### src/rtl/rr_mux_reg_if.sv
// Handshake bundle for rr_mux_reg: N producer channels in,
// one registered consumer slot out.
interface rr_mux_reg_if #(
    parameter int WIDTH    = 32,
    parameter int CHANNELS = 32,
    parameter int SEL_BITS = 5
);
    logic [CHANNELS*WIDTH-1:0] in_data;
    logic [CHANNELS-1:0]       in_valid;
    logic [CHANNELS-1:0]       in_ready;
    logic                      mode;
    logic [SEL_BITS-1:0]       sel;
    logic [WIDTH-1:0]          out_data;
    logic [SEL_BITS-1:0]       out_chan;
    logic                      out_valid;
    logic                      out_ready;

    modport master (
        output in_data, in_valid, mode, sel, out_ready,
        input  in_ready, out_data, out_chan, out_valid
    );

    modport slave (
        input  in_data, in_valid, mode, sel, out_ready,
        output in_ready, out_data, out_chan, out_valid
    );
endinterface

### src/rtl/rr_mux_reg.sv
// Registered N-channel mux with direct-select and round-robin
// arbitration, one output slot with valid/ready backpressure.
module rr_mux_reg #(
    parameter int WIDTH    = 32,
    parameter int CHANNELS = 32,
    parameter int SEL_BITS = 5
) (
    input logic         clock,
    input logic         reset,
    rr_mux_reg_if.slave bus
);

    logic [SEL_BITS-1:0] ptr;
    logic [SEL_BITS-1:0] grant;
    logic [SEL_BITS-1:0] hi_idx;
    logic [SEL_BITS-1:0] lo_idx;
    logic [SEL_BITS-1:0] ptr_next;
    logic                hi_ok;
    logic                lo_ok;
    logic                dir_ok;
    logic                grant_ok;
    logic                load_en;
    logic [CHANNELS-1:0] ready;
    logic [WIDTH-1:0]    sel_data;

    logic [WIDTH-1:0]    data_q;
    logic [SEL_BITS-1:0] chan_q;
    logic                valid_q;

    assign load_en = !valid_q || bus.out_ready;

    // Descending scan: the last hit is the lowest index, so hi_idx is
    // the first request at or above ptr and lo_idx the first below it.
    always_comb begin
        hi_ok  = 1'b0;
        lo_ok  = 1'b0;
        dir_ok = 1'b0;
        hi_idx = '0;
        lo_idx = '0;
        for (int i = CHANNELS - 1; i >= 0; i--) begin
            if (bus.in_valid[i]) begin
                if (SEL_BITS'(i) >= ptr) begin
                    hi_ok  = 1'b1;
                    hi_idx = SEL_BITS'(i);
                end else begin
                    lo_ok  = 1'b1;
                    lo_idx = SEL_BITS'(i);
                end
                if (bus.sel == SEL_BITS'(i))
                    dir_ok = 1'b1;
            end
        end
        if (bus.mode) begin
            grant_ok = hi_ok || lo_ok;
            grant    = hi_ok ? hi_idx : lo_idx;
        end else begin
            grant_ok = dir_ok;
            grant    = bus.sel;
        end
    end

    always_comb begin
        ready    = '0;
        sel_data = '0;
        for (int i = 0; i < CHANNELS; i++) begin
            if (grant == SEL_BITS'(i)) begin
                sel_data = bus.in_data[i*WIDTH +: WIDTH];
                ready[i] = !reset && load_en && grant_ok;
            end
        end
    end

    assign ptr_next = (grant == SEL_BITS'(CHANNELS - 1))
                    ? '0 : grant + SEL_BITS'(1);

    always_ff @(posedge clock or posedge reset) begin
        if (reset) begin
            data_q  <= '0;
            chan_q  <= '0;
            valid_q <= 1'b0;
            ptr     <= '0;
        end else if (load_en) begin
            valid_q <= grant_ok;
            if (grant_ok) begin
                data_q <= sel_data;
                chan_q <= grant;
                if (bus.mode)
                    ptr <= ptr_next;
            end
        end
    end

    assign bus.in_ready  = ready;
    assign bus.out_data  = data_q;
    assign bus.out_chan  = chan_q;
    assign bus.out_valid = valid_q;

endmodule

### src/flat_wrapper.sv
// flat-port wrapper written by rule: the top's interface ports become plain ports
module rr_mux_reg_flat 
#(
    parameter int WIDTH    = 32,
    parameter int CHANNELS = 32,
    parameter int SEL_BITS = 5
)
  (clock, reset, bus_in_data, bus_in_valid, bus_mode, bus_sel, bus_out_ready, bus_in_ready, bus_out_data, bus_out_chan, bus_out_valid);
  rr_mux_reg_if #(.WIDTH(WIDTH), .CHANNELS(CHANNELS), .SEL_BITS(SEL_BITS)) bus_i ();
  input logic clock;
  input logic reset;
  input wire logic [$bits(bus_i.in_data)-1:0] bus_in_data;
  input wire logic [$bits(bus_i.in_valid)-1:0] bus_in_valid;
  input wire logic [$bits(bus_i.mode)-1:0] bus_mode;
  input wire logic [$bits(bus_i.sel)-1:0] bus_sel;
  input wire logic [$bits(bus_i.out_ready)-1:0] bus_out_ready;
  output wire logic [$bits(bus_i.in_ready)-1:0] bus_in_ready;
  output wire logic [$bits(bus_i.out_data)-1:0] bus_out_data;
  output wire logic [$bits(bus_i.out_chan)-1:0] bus_out_chan;
  output wire logic [$bits(bus_i.out_valid)-1:0] bus_out_valid;
  assign bus_i.in_data = bus_in_data;
  assign bus_i.in_valid = bus_in_valid;
  assign bus_i.mode = bus_mode;
  assign bus_i.sel = bus_sel;
  assign bus_i.out_ready = bus_out_ready;
  assign bus_in_ready = bus_i.in_ready;
  assign bus_out_data = bus_i.out_data;
  assign bus_out_chan = bus_i.out_chan;
  assign bus_out_valid = bus_i.out_valid;
  rr_mux_reg #(.WIDTH(WIDTH), .CHANNELS(CHANNELS), .SEL_BITS(SEL_BITS)) u_core (.clock(clock), .reset(reset), .bus(bus_i));
endmodule
### config.mk
export PLATFORM = sky130hd
export DESIGN_NAME = rr_mux_reg_flat
export DESIGN_NICKNAME = d
export VERILOG_FILES = /design/src/rtl/rr_mux_reg_if.sv /design/src/rtl/rr_mux_reg.sv /design/src/flat_wrapper.sv
export SDC_FILE = /design/constraint.sdc
export NUM_CORES = 1
export LEC_CHECK = 0
export ABC_AREA = 1
export BUFFER_PORTS_ARGS = -buffer_cell sky130_fd_sc_hd__buf_2
export CAP_MARGIN = 10
export CORE_AREA = 2 2 436 438
export CTS_BUF_LIST = sky130_fd_sc_hd__clkbuf_8
export DETAILED_ROUTE_END_ITERATION = 8
export DIE_AREA = 0 0 438 440
export PLACE_DENSITY = 0.3
export REMOVE_ABC_BUFFERS = 1
export SLEW_MARGIN = 15
export SYNTH_ARGS = -nofsm -noshare
export SYNTH_HDL_FRONTEND = slang
export SYNTH_SLANG_ARGS = --single-unit
### constraint.sdc
create_clock -name clock -period 5.3 [get_ports clock]
set_input_delay 0.265 -clock clock [delete_from_list [all_inputs] [get_ports clock]]
set_output_delay 0.265 -clock clock [all_outputs]
set_load 0.03 [all_outputs]
# --- Word level (Yosys, flattened, before mapping) ---
# Index checks and enable logic that the tools add are counted.
# Widths: inputs -> output; s select.
word_totals:
  input_bits: 1065
  ram_bits: 0
  latch_bits: 0
  rom_bits: 0
  elab_cells: 497
  output_inout_bits: 70
  regBits: 43
  memories: 0
op_classes:
  n_addsub: 1
  n_lt_le_gt_ge: 32
  shift: 0
  n_bitwise: 0
  muxes: 388
  reduce_logical: 10
  div: 0
  eq_ne: 62
  n_mul: 0
ops:
  columns: ["operator", "n"]
  rows:
  - ["$mux 32", 32]
  - ["$mux 5", 131]
  - ["$mux 1", 225]
  - ["$eq 5x5->1 const B", 32]
  - ["$eq 5x4->1 const B", 16]
  - ["$ge 5x5->1 const A", 16]
  - ["$eq 5x3->1 const B", 8]
  - ["$ge 4x5->1 const A", 8]
  - ["$eq 5x2->1 const B", 4]
  - ["$ge 3x5->1 const A", 4]
  - ["$eq 5x1->1 const B", 2]
  - ["$ge 1x5->1 const A", 2]
  - ["$ge 2x5->1 const A", 2]
  - ["$logic_not 5->1", 2]
  - ["$add 5x1->5 const B", 1]
  - ["$reduce_and 3->1", 1]
  - ["$logic_and 1x1->1", 2]
  - ["$logic_not 1->1", 2]
  - ["$logic_or 1x1->1", 2]
  - ["$reduce_and 2->1", 1]

# --- Longest topological paths before layout ---
# Gate-level depths: netlist of run 1.
logic_depth:
  word_depth: 100
  ltp_mapped: 74
  ltp_nobuf: 72

# --- Worst setup path after synthesis of run 1 ---
# OpenSTA, ideal clock, no wires.
synth_path:
  path_type: "reg-to-reg"
  from: "reg u_core.ptr[2]"
  to: "reg u_core.data_q[23] (netlist: u_core.bus.out_data[23])"
  arrival_time_ns: 5.356
  path_buffers: 2
  stages_incl_launch_ff: 59
  path_slack_ns: -0.173
  required_ns: 5.183
  period_less_slack_ns: 5.473
  cell_sequence: "dfrtp_1 -> buf_4 -> nand2_2 -> nor2_1 -> nand2_1 -> o21ai_0 -> nand2_1 -> a21oi_1 -> o21ai_0 -> o21ai_0 -> a21boi_0 -> o21ai_0 -> a21boi_0 -> o21ai_0 -> a21boi_0 -> o21ai_0 -> a21boi_0 -> o21ai_0 -> [23 not listed] -> nand2_1 -> nand2_1 -> nand2_1 -> nand2_1 -> nand3_1 -> nand3_1 -> nand3_1 -> nand3_1 -> nand3_1 -> nand3_1 -> nand3_1 -> nand2_1 -> nand2_1 -> nand3_1 -> nand2_1 -> nand2_1 -> nand2_1 -> nand2_1"
synth_between:
  elab_chain_cells: 100
synth_rtl:
  columns: ["element", "line_no", "source"]
  rows:
  - ["start: declaration", "rr_mux_reg.sv:13", "logic [SEL_BITS-1:0] ptr;"]
  - ["start signal: assignment", "rr_mux_reg.sv:88", "ptr <= ptr_next;"]
  - ["$ge 5x5->1", "rr_mux_reg.sv:42", "if (SEL_BITS'(i) >= ptr) begin"]
  - ["$mux 5 or $mux 1 (tied branches)", "rr_mux_reg.sv:42", null]
  - ["$mux 5 or $mux 1 (tied branches)", "rr_mux_reg.sv:41", "if (bus.in_valid[i]) begin"]
  - ["$mux 5 or $mux 1 (tied branches)", "rr_mux_reg.sv:42", null]
  - ["$mux 5 or $mux 1 (tied branches)", "rr_mux_reg.sv:41", null]
  - ["$mux 5 or $mux 1 (tied branches)", "rr_mux_reg.sv:42", null]
  - ["$mux 5 or $mux 1 (tied branches)", "rr_mux_reg.sv:41", null]
  - ["$mux 5 or $mux 1 (tied branches)", "rr_mux_reg.sv:42", null]
  - ["[55 not listed]", null, null]
  - ["$mux 5 or $mux 1 (tied branches)", "rr_mux_reg.sv:42", null]
  - ["$mux 5 or $mux 1 (tied branches)", "rr_mux_reg.sv:41", null]
  - ["$mux 5 *", "rr_mux_reg.sv:55", "grant = hi_ok ? hi_idx : lo_idx;"]
  - ["$mux 5 *", "rr_mux_reg.sv:53", "if (bus.mode) begin"]
  - ["via u_core.grant[0]", "rr_mux_reg.sv:14", "logic [SEL_BITS-1:0] grant;"]
  - ["$logic_not 5->1", "rr_mux_reg.sv:66", "if (grant == SEL_BITS'(i)) begin"]
  - ["$mux 32 (31 in a row)", "rr_mux_reg.sv:66", null]
  - ["$mux 32 *", "rr_mux_reg.sv:66", null]
  - ["end signal: assignment", "rr_mux_reg.sv:85", "data_q <= sel_data;"]
  - ["end: declaration", "rr_mux_reg.sv:26", "logic [WIDTH-1:0] data_q;"]
# The timed path passes the listed nets; every way through them passes the cells marked *.
# A chain may end at the register's enable or synchronous reset.

# --- Worst setup path in the final report of run 1 ---
layout_path:
  from: "reg u_core.ptr[4]"
  to: "reg u_core.data_q[21] (netlist: u_core.bus.out_data[21])"
layout_between:
  elab_chain_cells: 100
layout_rtl:
  columns: ["element", "line_no"]
  rows:
  - ["$ge 5x5->1", "rr_mux_reg.sv:42"]
  - ["$mux 5 or $mux 1 (tied branches)", "rr_mux_reg.sv:42"]
  - ["$mux 5 or $mux 1 (tied branches)", "rr_mux_reg.sv:41"]
  - ["$mux 5 or $mux 1 (tied branches)", "rr_mux_reg.sv:42"]
  - ["$mux 5 or $mux 1 (tied branches)", "rr_mux_reg.sv:41"]
  - ["$mux 5 or $mux 1 (tied branches)", "rr_mux_reg.sv:42"]
  - ["$mux 5 or $mux 1 (tied branches)", "rr_mux_reg.sv:41"]
  - ["$mux 5 or $mux 1 (tied branches)", "rr_mux_reg.sv:42"]
  - ["[53 not listed]", null]
  - ["$mux 5 or $mux 1 (tied branches)", "rr_mux_reg.sv:42"]
  - ["$mux 5 or $mux 1 (tied branches)", "rr_mux_reg.sv:41"]
  - ["$mux 5 or $mux 1 (tied branches)", "rr_mux_reg.sv:42"]
  - ["$mux 5 or $mux 1 (tied branches)", "rr_mux_reg.sv:41"]
  - ["$mux 5", "rr_mux_reg.sv:55"]
  - ["$mux 5", "rr_mux_reg.sv:53"]
  - ["$logic_not 5->1", "rr_mux_reg.sv:66"]
  - ["$mux 32 (32 in a row)", "rr_mux_reg.sv:66"]
# Several ways; a longest one is shown, not always the timed one.

==> results.yml, run 1 <==
outcome:
  status: "finished with violations"
  violations: "negative setup slack"
pwr:
  internal-power_uw: 5970
  vdd_drop_max_v: 0.000219
  p_seq_frac: 0.039
  leakage_uw: 0.0163
  p_comb_frac: 0.937
  clockPowerShare: 0.024
  switching_share: 0.590
  powerDensity_nw_per_um2: 452
  p_switching_uw: 8580
timing:
  slew_viol_final: 0
  slew_headroom: 0.519
  rsz0062_at_grt: "yes"
  min_period_ns: 6.89
  fin_crit_sh: 1.30
  fin_skew_ns: 0.00937
  setup_violations: 34
  finalWorstSetupSlack_ns: -1.59
  timing.setup.tns_ns: -45.99
  tightest_slew_ns: 0.721
  hold-worst-slack_ns: 0.0615
  hold_violations: 0
  fmax_mhz: 145
clocking:
  cts_buffer_depth: 2
  cts_tree: "built"
  cts-root-buf: "clkbuf_8"
  clk_pin_slew_ns: 0.13
  clkSinkCount: 43
  htreeDepth: 2
  cts_buffers: 5
  clk-insertion-delay-late_ns: 0.38
cells_and_area:
  drive_above_1_share: 0.569
  final_cells: 7124
  final_nets: 5648
  seq_area_um2: 1080
  multi_input_area_um2: 14900
  fill_cells: 22400
  syn2layout_area_growth_pct: 124
  final_cell_area_um2: 32200
grt:
  grt_pass1_wl_um: 239000
  grt.total_usage: 0.181
  grt_max_degree: 75
  grt_antenna_before_repair: 86
  grt_pass1_vias: 27400
  overflow: 0
worst_setup_path:
  crit_start: "u_core.ptr[4]"
  crit_top_cell: "nand2_2"
  criticalPathCategory: "flip-flop to flip-flop"
  r2r_start: "u_core.ptr[4]"
  cp_num_buf_inv: 9
  slowest_stage: "dfrtp_1"
  critPathLaunchType: "flip-flop"
  crit_path_max_fanout: 6
  cp_slowest_stage_delay_ns: 0.40
  cp.arrival_ns: 7.18
  cp_top_family: "simple AND/OR/NAND/NOR gates"
  cp-end-kind: "flip-flop"
  cp_data_required_time_ns: 5.59
route:
  avgRoutedWirePerCell_um: 26.2
  dr.pass1.iters: 5
  drtAntennaViolNets: 0
  routed-via-count: 27300
  wirelength_um: 186000
  drtIter0Drc: 1787
  viasPerCell: 3.83
  drc: 0
placement:
  port_buffers: 1134
  gp_congestion: 0.957
  place_inst: 6985
  dp_hpwl_um: 163000
  post_dp_cell_area_um2: 27700
die:
  ios: 1135
  placementRows: 160
  core_area_um2: 189000
  dieHeight_um: 440
  dieArea_um2: 193000
  start_util: 0.0763
  die_w_um: 438
hold_path:
  hp-class: "input port to flip-flop"
  min_from: "bus_out_ready"
yosys:
  ys_ff_latch: 43
  netlist_area_um2: 14400
  synth_edf_count: 0
  synth.distinct_cells: 49
  ys.warnings.count: 0
  synth_top_area_frac: 0.267
  synth_flop_cell: "dfrtp_1"
  synth.top_cells.by_area: "nand2_1 (27%), nand3_1 (17%), nor2_1 (11%), or2_2 (9.6%), dfrtp_1 (7.5%)"
  seq_area_frac_synth: 0.0748
  synth_largest_area_cell: "nand2_1"
  postSynthAreaPerCell_um2: 4.83
  synth_cells: 2976
  async_reset_ff_frac: 1.00
job:
  cap_viol_max_count: 0
worst register-to-register path: cells and delay by family (launching register included):
kind            cells  cell delay, ns
compound gates     18            2.06
fa+ha+maj           1            0.16
buf+inv             9            1.53
flops               1            0.40
simple gates       33            2.67
worst paths after layout:
check | cells after the start | endpoint | slack, ns
setup / recovery | 61 | u_core.bus.out_data[21] | -1.59
hold / removal | 2 | u_core.bus.out_valid | 0.06
setup reg to reg | 61 | u_core.bus.out_data[21] | -1.59
hold reg to reg | 2 | u_core.bus.out_chan[0] | 0.50
max in group asynchronous | 4 | u_core.bus.out_data[11] | 3.93
min in group asynchronous | 3 | u_core.bus.out_data[14] | 0.36
cell families after synthesis:
kind of cell | share of synthesized area
adders and majority gates | 0.00522
xor gates and xnor gates | 0.000609
AOI/OAI and AO/OA | 0.135
DFF | 0.0748
buffers and inverters | 0.0945
and+or+nand+nor | 0.690
sequential cells by signal (all words and copies together), names as in the netlist:
| signal | count |
|---|---|
| u_core.bus.out_chan | 5 |
| u_core.bus.out_valid | 1 |
| u_core.bus.out_data | 32 |
| u_core.ptr | 5 |
power by group through the flow:
stage               clock network (µW)  logic [µW]  registers [µW]
floorplan                            0        4300             825
global placement                     0       11900             567
detailed placement                   0       11800             565
CTS                                383       13200             568
global route                       373       14800             585
finish                             349       13600             571
cell type report:
cell class / count / area share
Clock inverter: 2 / 0.00109
Timing Repair Buffer: 1796 / 0.384
Clock buffer: 6 / 0.00257
Timing Repair inverter: 1 / 0.000506
Multi-Input combinational cell: 2622 / 0.462
Inverter: 108 / 0.0159
Sequential cell: 43 / 0.0334
Tap cell: 2511 / 0.0977
Antenna cell: 35 / 0.00272
placed cells by master (no fill, tap or decap), drive strengths merged, types with 2 or more instances in the layout:
master	n
a21boi	5
a21oi	199
a221oi	2
a31oi	5
a32o	2
buf	1788
clkbuf	13
clkinv	8
dfrtp	43
diode	35
ha	6
inv	102
nand2	1031
nand3	502
nand3b	2
nand4	39
nor2	425
nor3	10
o211ai	22
o21ai	113
o21bai	4
o22ai	3
or2	244
repair_timing:
action                                  4_1_cts  5_1_grt
endpoints found under the setup margin       55       59
gates resized for setup                     421      455
pin swaps                                   134      236
hold endpoints to repair                      7        0
hold buffers                                  1        0
buffers inserted                             44       67
gates cloned                                  1        5
through the flow:
stage | worst slack [ns] | utilization | total power, µW
finish | -1.59 | 0.171 | 14600
CTS | -1.69 | 0.158 | 14100
floorplan | -2.10 | - | 5120
global placement | -2.57 | 0.147 | 12500
detailed placement | -2.51 | 0.147 | 12400
global route | -2.20 | 0.170 | 15800
metal layers:
| metal | up-vias | track usage | part of all wire |
|---|---|---|---|
| li1 | 12900 | - | - |
| met1 | 13100 | 0.219 | 0.41 |
| met2 | 975 | 0.333 | 0.51 |
| met3 | 219 | 0.0201 | 0.043 |
| met4 | 36 | 0.0534 | 0.034 |
| met5 | - | 0 | 0.0011 |
synthesized netlist by cell type (2+ instances only):
cell type     n
nor2_2        9
or2_0         6
nor2_1      413
o21bai_1      4
a32o_1        2
buf_6         2
a21boi_0      5
o21ai_2       2
nand2_1    1024
inv_1        84
ha_1          6
dfrtp_1      43
nor2_4        3
a31oi_1       5
o22ai_1       3
o21ai_0      52
buf_1         5
buf_2        97
o21ai_1      59
o211ai_1     22
clkbuf_1     85
or2_2       220
nand3b_1      2
nand4_1      38
inv_2        16
buf_4        13
a221oi_1      2
nand2_2       6
a21oi_1     198
or2_1        18
clkinv_1      7
nor3_1        8
nand3_1     501
No activity file was read; power rests on OpenSTA's default activity.
==> inputs of run 2 (changes only) <==
- SETUP_SLACK_MARGIN: unset -> 0.2
==> run 2 against run 1 <==
  * Wire length hardly changed
  * Core utilization is 0.29 points higher
  * The flow still finishes with violations (negative setup slack)
  * Non-clock buffer count is 19 higher
  * Combinational power is 5% higher
  * Flip-flop and latch count stayed put
  * Count of clock-buffer cells in the layout stayed put
  * Final area is 1.7% higher
  * Highest routed layer unchanged
  * Via count is 0.80% higher
  * Register-to-register slack worse by 0.12 ns
  * Worst hold slack better by 0.0060 ns
==> results.yml, run 2 (synthesis gave the netlist of run 1 again) <==
worst_setup_path:
  reg2regPathDepth: 56
  crit_path_max_fanout: 10
  criticalPathCategory: "flip-flop to flip-flop"
  r2r_start: "u_core.ptr[3]"
  cp-end-kind: "flip-flop"
  slowest_stage: "dfrtp_1"
  cp_data_required_time_ns: 5.59
  cp.arrival_ns: 7.30
  critPathLaunchType: "flip-flop"
  r2r-end: "u_core.bus.out_data[21]"
  cp_top_family: "simple AND/OR/NAND/NOR gates"
  regToRegSetupSlack_ns: -1.71
  cp_num_buf_inv: 12
  cp_slowest_stage_delay_ns: 0.41
timing:
  finalWorstSetupSlack_ns: -1.71
  slew_viol_final: 0
  slew_headroom: 0.515
  fin_skew_ns: 0.00966
  fin_crit_sh: 1.32
  rsz0062_at_grt: "yes"
  setup_violations: 35
  min_period_ns: 7.01
  tightest_slew_ns: 0.727
  fmax_mhz: 143
  hold_violations: 0
placement:
  gp_congestion: 0.957
  post-place-ws_ns: -2.51
  dp_hpwl_um: 163000
  port_buffers: 1134
  post_dp_cell_area_um2: 27700
grt:
  grt_pass1_vias: 27600
  grt_max_degree: 75
  overflow: 0
  grt_pass1_wl_um: 241000
  grt.total_usage: 0.183
  grt_antenna_before_repair: 97
clocking:
  clkSinkCount: 43
  clk_pin_slew_ns: 0.13
  clk-insertion-delay-late_ns: 0.38
  cts-root-buf: "clkbuf_8"
  cts_buffers: 5
  cts_buffer_depth: 2
  cts_tree: "built"
  htreeDepth: 2
route:
  drtAntennaViolNets: 0
  wirelength_um: 187000
  dr.pass1.iters: 5
  routed-via-count: 27500
  avgRoutedWirePerCell_um: 26.1
  drc: 0
  drtIter0Drc: 1791
  viasPerCell: 3.85
pwr:
  leakage_uw: 0.0166
  vdd_drop_max_v: 0.000170
  total_power_uw: 15200
  powerDensity_nw_per_um2: 464
cells_and_area:
  fill_cells: 22400
  syn2layout_area_growth_pct: 127
  seq_area_um2: 1080
  final_nets: 5667
  layout_common_cells: "buf_2 (1105), nand2_1 (898), buf_4 (489)"
  largest_reg_flops: 32
  multi_input_area_um2: 15000
  final_cell_area_um2: 32700
  final_common_cell: "buf_2"
  drive_above_1_share: 0.577
die:
  ios: 1135
  dieArea_um2: 193000
  die_w_um: 438
  start_util: 0.0763
  core_area_um2: 189000
  placementRows: 160
  dieHeight_um: 440
hold_path:
  hp-class: "input port to flip-flop"
  hold_path_end: "u_core.bus.out_valid"
  min_path_cells: 2
  min_from: "bus_out_ready"
outcome:
  violations: "negative setup slack"
  status: "finished with violations"
job:
  cap_viol_max_count: 0
## run 2: cell count changes in the layout (fill, tap and decap cells not counted), moves of 5 or more
cell	change
buf_6	+13
nand3_1	-22
nand3_4	+7
buf_12	+14
diode_2	+5
nand2_2	+9
buf_2	-8
nand2_1	-10
nor2_1	+5
nand3_2	+15
## run 2: area by class of cell
type,instances,share of cell area
Sequential cell,43,0.0329
Multi-Input combinational cell,2622,0.459
Antenna cell,40,0.00306
Clock inverter,2,0.00107
Clock buffer,6,0.00252
Inverter,108,0.0151
Timing Repair inverter,1,0.000497
Tap cell,2511,0.0960
Timing Repair Buffer,1815,0.389
## run 2: where the power goes
part	internal (µW)	switching, µW	total (µW)
Sequential	473	98.3	571
Clock	154	196	350
Combinational	5820	8450	14300
Total	6440	8740	15200
## run 2: per-layer routing
layer  track usage  part of all wire
met1         0.221              0.40
met2         0.331              0.51
met3        0.0212             0.050
met4        0.0662             0.039
met5             0            0.0013
## run 2: how the worst max path moves through the flow
stage | from | end | slack (ns) | cells past startpoint
3_3_place_gp | u_core.ptr[4] | u_core.bus.out_data[6] | -2.57 | 60
3_5_place_dp | u_core.ptr[2] | u_core.bus.out_data[9] | -2.51 | 62
5_1_grt | u_core.ptr[3] | u_core.bus.out_data[21] | -2.34 | 75
2_1_floorplan | u_core.ptr[3] | u_core.bus.out_data[13] | -2.10 | 41
6_report | u_core.ptr[3] | u_core.bus.out_data[21] | -1.71 | 56
4_1_cts | u_core.ptr[1] | u_core.bus.out_data[9] | -1.74 | 75
## run 2: timing repair
action | CTS | global route
cloned | 4 | 2
setup endpoints to repair | 58 | 68
endpoints found under the hold margin | 7 | 0
pin swaps | 146 | 229
hold buffers | 1 | 0
buffers inserted | 54 | 54
gates resized for setup | 543 | 357
## run 2: per-stage QoR
stage,util,std cells,TNS (ns),hold slack [ns]
after floorplan,-,2773,-63.20,0.361
after global placement,0.147,6985,-72.26,0.227
after detailed placement,0.147,6985,-68.57,0.227
after CTS,0.163,7052,-47.74,0.0193
after global routing,0.173,7136,-72.26,0.0455
final,0.173,7148,-48.20,0.0675
==> inputs of run 3 (changes only) <==
- RECOVER_POWER: unset -> 100
==> run 3 against run 2 <==
  * Total power fell by 0.39%
  * Sequential power rose by 0.7%
  * Final area fell by 0.18%
  * Largest power group unchanged
  * Highest routed layer unchanged
  * Critical path type unchanged
  * The run ends with max-capacitance violations, max-slew violations, negative setup slack left
  * Clock power barely moved
  * Largest cell class unchanged
  * Non-clock buffer count did not move
  * Wire length barely moved
==> results.yml, run 3 (synthesis gave the netlist of run 1 again) <==
timing:
  fin_skew_ns: 0.00978
  setup_violations: 35
  slew_headroom: -0.981
  timing.setup.tns_ns: -47.90
  finalWorstSetupSlack_ns: -1.66
  fmax_mhz: 144
  hold_violations: 0
  fin_crit_sh: 1.31
  min_period_ns: 6.96
  slew_viol_final: 37
  rsz0062_at_grt: "yes"
  tightest_slew_ns: 2.97
route:
  drtAntennaViolNets: 0
  viasPerCell: 3.84
  avgRoutedWirePerCell_um: 26.1
  drtIter0Drc: 1806
  dr.pass1.iters: 5
  drc: 0
  routed-via-count: 27500
  wirelength_um: 186000
placement:
  port_buffers: 1134
  gp_congestion: 0.957
  dp_hpwl_um: 163000
  post_dp_cell_area_um2: 27700
  place_inst: 6985
die:
  core_area_um2: 189000
  dieArea_um2: 193000
  start_util: 0.0763
  ios: 1135
  die_w_um: 438
  dieHeight_um: 440
  placementRows: 160
cells_and_area:
  final_cell_area_um2: 32700
  final_common_cell: "buf_2"
  layout_common_cells: "buf_2 (1067), nand2_1 (898), buf_4 (486)"
  final_core_util: 0.173
  final_nets: 5667
  syn2layout_area_growth_pct: 127
  drive_above_1_share: 0.567
  final_cells: 7148
  largest_reg_flops: 32
job:
  cap_viol_max_count: 1
worst_setup_path:
  criticalPathCategory: "flip-flop to flip-flop"
  slowest_stage: "dfrtp_1"
  cp_slowest_stage_delay_ns: 0.41
  crit_path_max_fanout: 10
  cp_data_required_time_ns: 5.59
  cp.arrival_ns: 7.25
  critPathLaunchType: "flip-flop"
  crit_top_cell: "nand2_1"
  cp-end-kind: "flip-flop"
hold_path:
  hp-class: "input port to flip-flop"
pwr:
  powerDensity_nw_per_um2: 463
  vdd_drop_max_v: 0.000170
  total_power_uw: 15100
  leakage_uw: 0.0164
grt:
  grt.total_usage: 0.183
  grt_antenna_before_repair: 97
  grt_max_degree: 75
  grt_pass1_vias: 27600
  overflow: 0
  grt_pass1_wl_um: 241000
clocking:
  cts-root-buf: "clkbuf_8"
  cts_buffer_depth: 2
  cts_tree: "built"
  cts_buffers: 5
  clk_pin_slew_ns: 0.13
  clkSinkCount: 43
  clk-insertion-delay-late_ns: 0.38
  htreeDepth: 2
outcome:
  violations: "max-capacitance violations, max-slew violations, negative setup slack"
  status: "finished with violations"
## run 3: power by group
| part | switching (µW) | internal (µW) | total, µW |
|---|---|---|---|
| Clock | 196 | 154 | 351 |
| Sequential | 102 | 473 | 575 |
| Combinational | 8430 | 5780 | 14200 |
| Total | 8720 | 6410 | 15100 |
## run 3: cell type report
cell class / instances / area, µm²
clock buffers: 6 / 82.6
repair inverters: 1 / 16.3
well taps: 2511 / 3140
diodes: 40 / 100
repair buffers: 1815 / 12700
multi-input cells: 2622 / 15000
flip-flops and latches: 43 / 1080
inverters: 108 / 493
fillers: 22400 / 156000
clock inverters: 2 / 35.0
## run 3: per-layer routing
metal	wire length (µm)	share of wire	GRT usage	vias to the layer above
met5	230	0.0012	0	-
met4	7290	0.039	0.0662	38
met3	9160	0.049	0.0212	221
met2	94400	0.51	0.331	1053
met1	75300	0.40	0.221	13200
li1	-	-	-	13000
## run 3: what timing repair did
item / in CTS / in global routing
setup endpoints to repair: 58 / 68
resized for setup: 543 / 357
hold endpoints to repair: 7 / 0
cloned: 4 / 2
setup buffers: 54 / 54
hold buffers: 1 / 0
pin swaps: 146 / 229
## run 3: final timing paths
kind	start	to	slack, ns	depth (start not counted)
min in group asynchronous	reset	u_core.bus.out_data[14]	0.45	3
max in group asynchronous	reset	u_core.bus.out_data[25]	1.65	4
setup / recovery	u_core.ptr[3]	u_core.bus.out_data[21]	-1.66	54
setup reg to reg	u_core.ptr[3]	u_core.bus.out_data[21]	-1.66	54
hold / removal	bus_out_ready	u_core.bus.out_valid	0.07	2
hold reg to reg	u_core.bus.out_data[15]	u_core.bus.out_data[15]	0.50	2
## run 3: through the flow
stage | hold slack, ns | setup WS (ns)
CTS | 0.0193 | -1.74
global placement | 0.227 | -2.57
detailed placement | 0.227 | -2.51
floorplan | 0.361 | -2.10
global route | 0.0455 | -2.34
finish | 0.0675 | -1.66
## run 3: critical path: cells and delay by family (launching register included)
family / cells / cell delay (ns)
buf+inv: 12 / 1.86
simple gates: 36 / 3.53
flops: 1 / 0.41
compound gates: 6 / 1.03
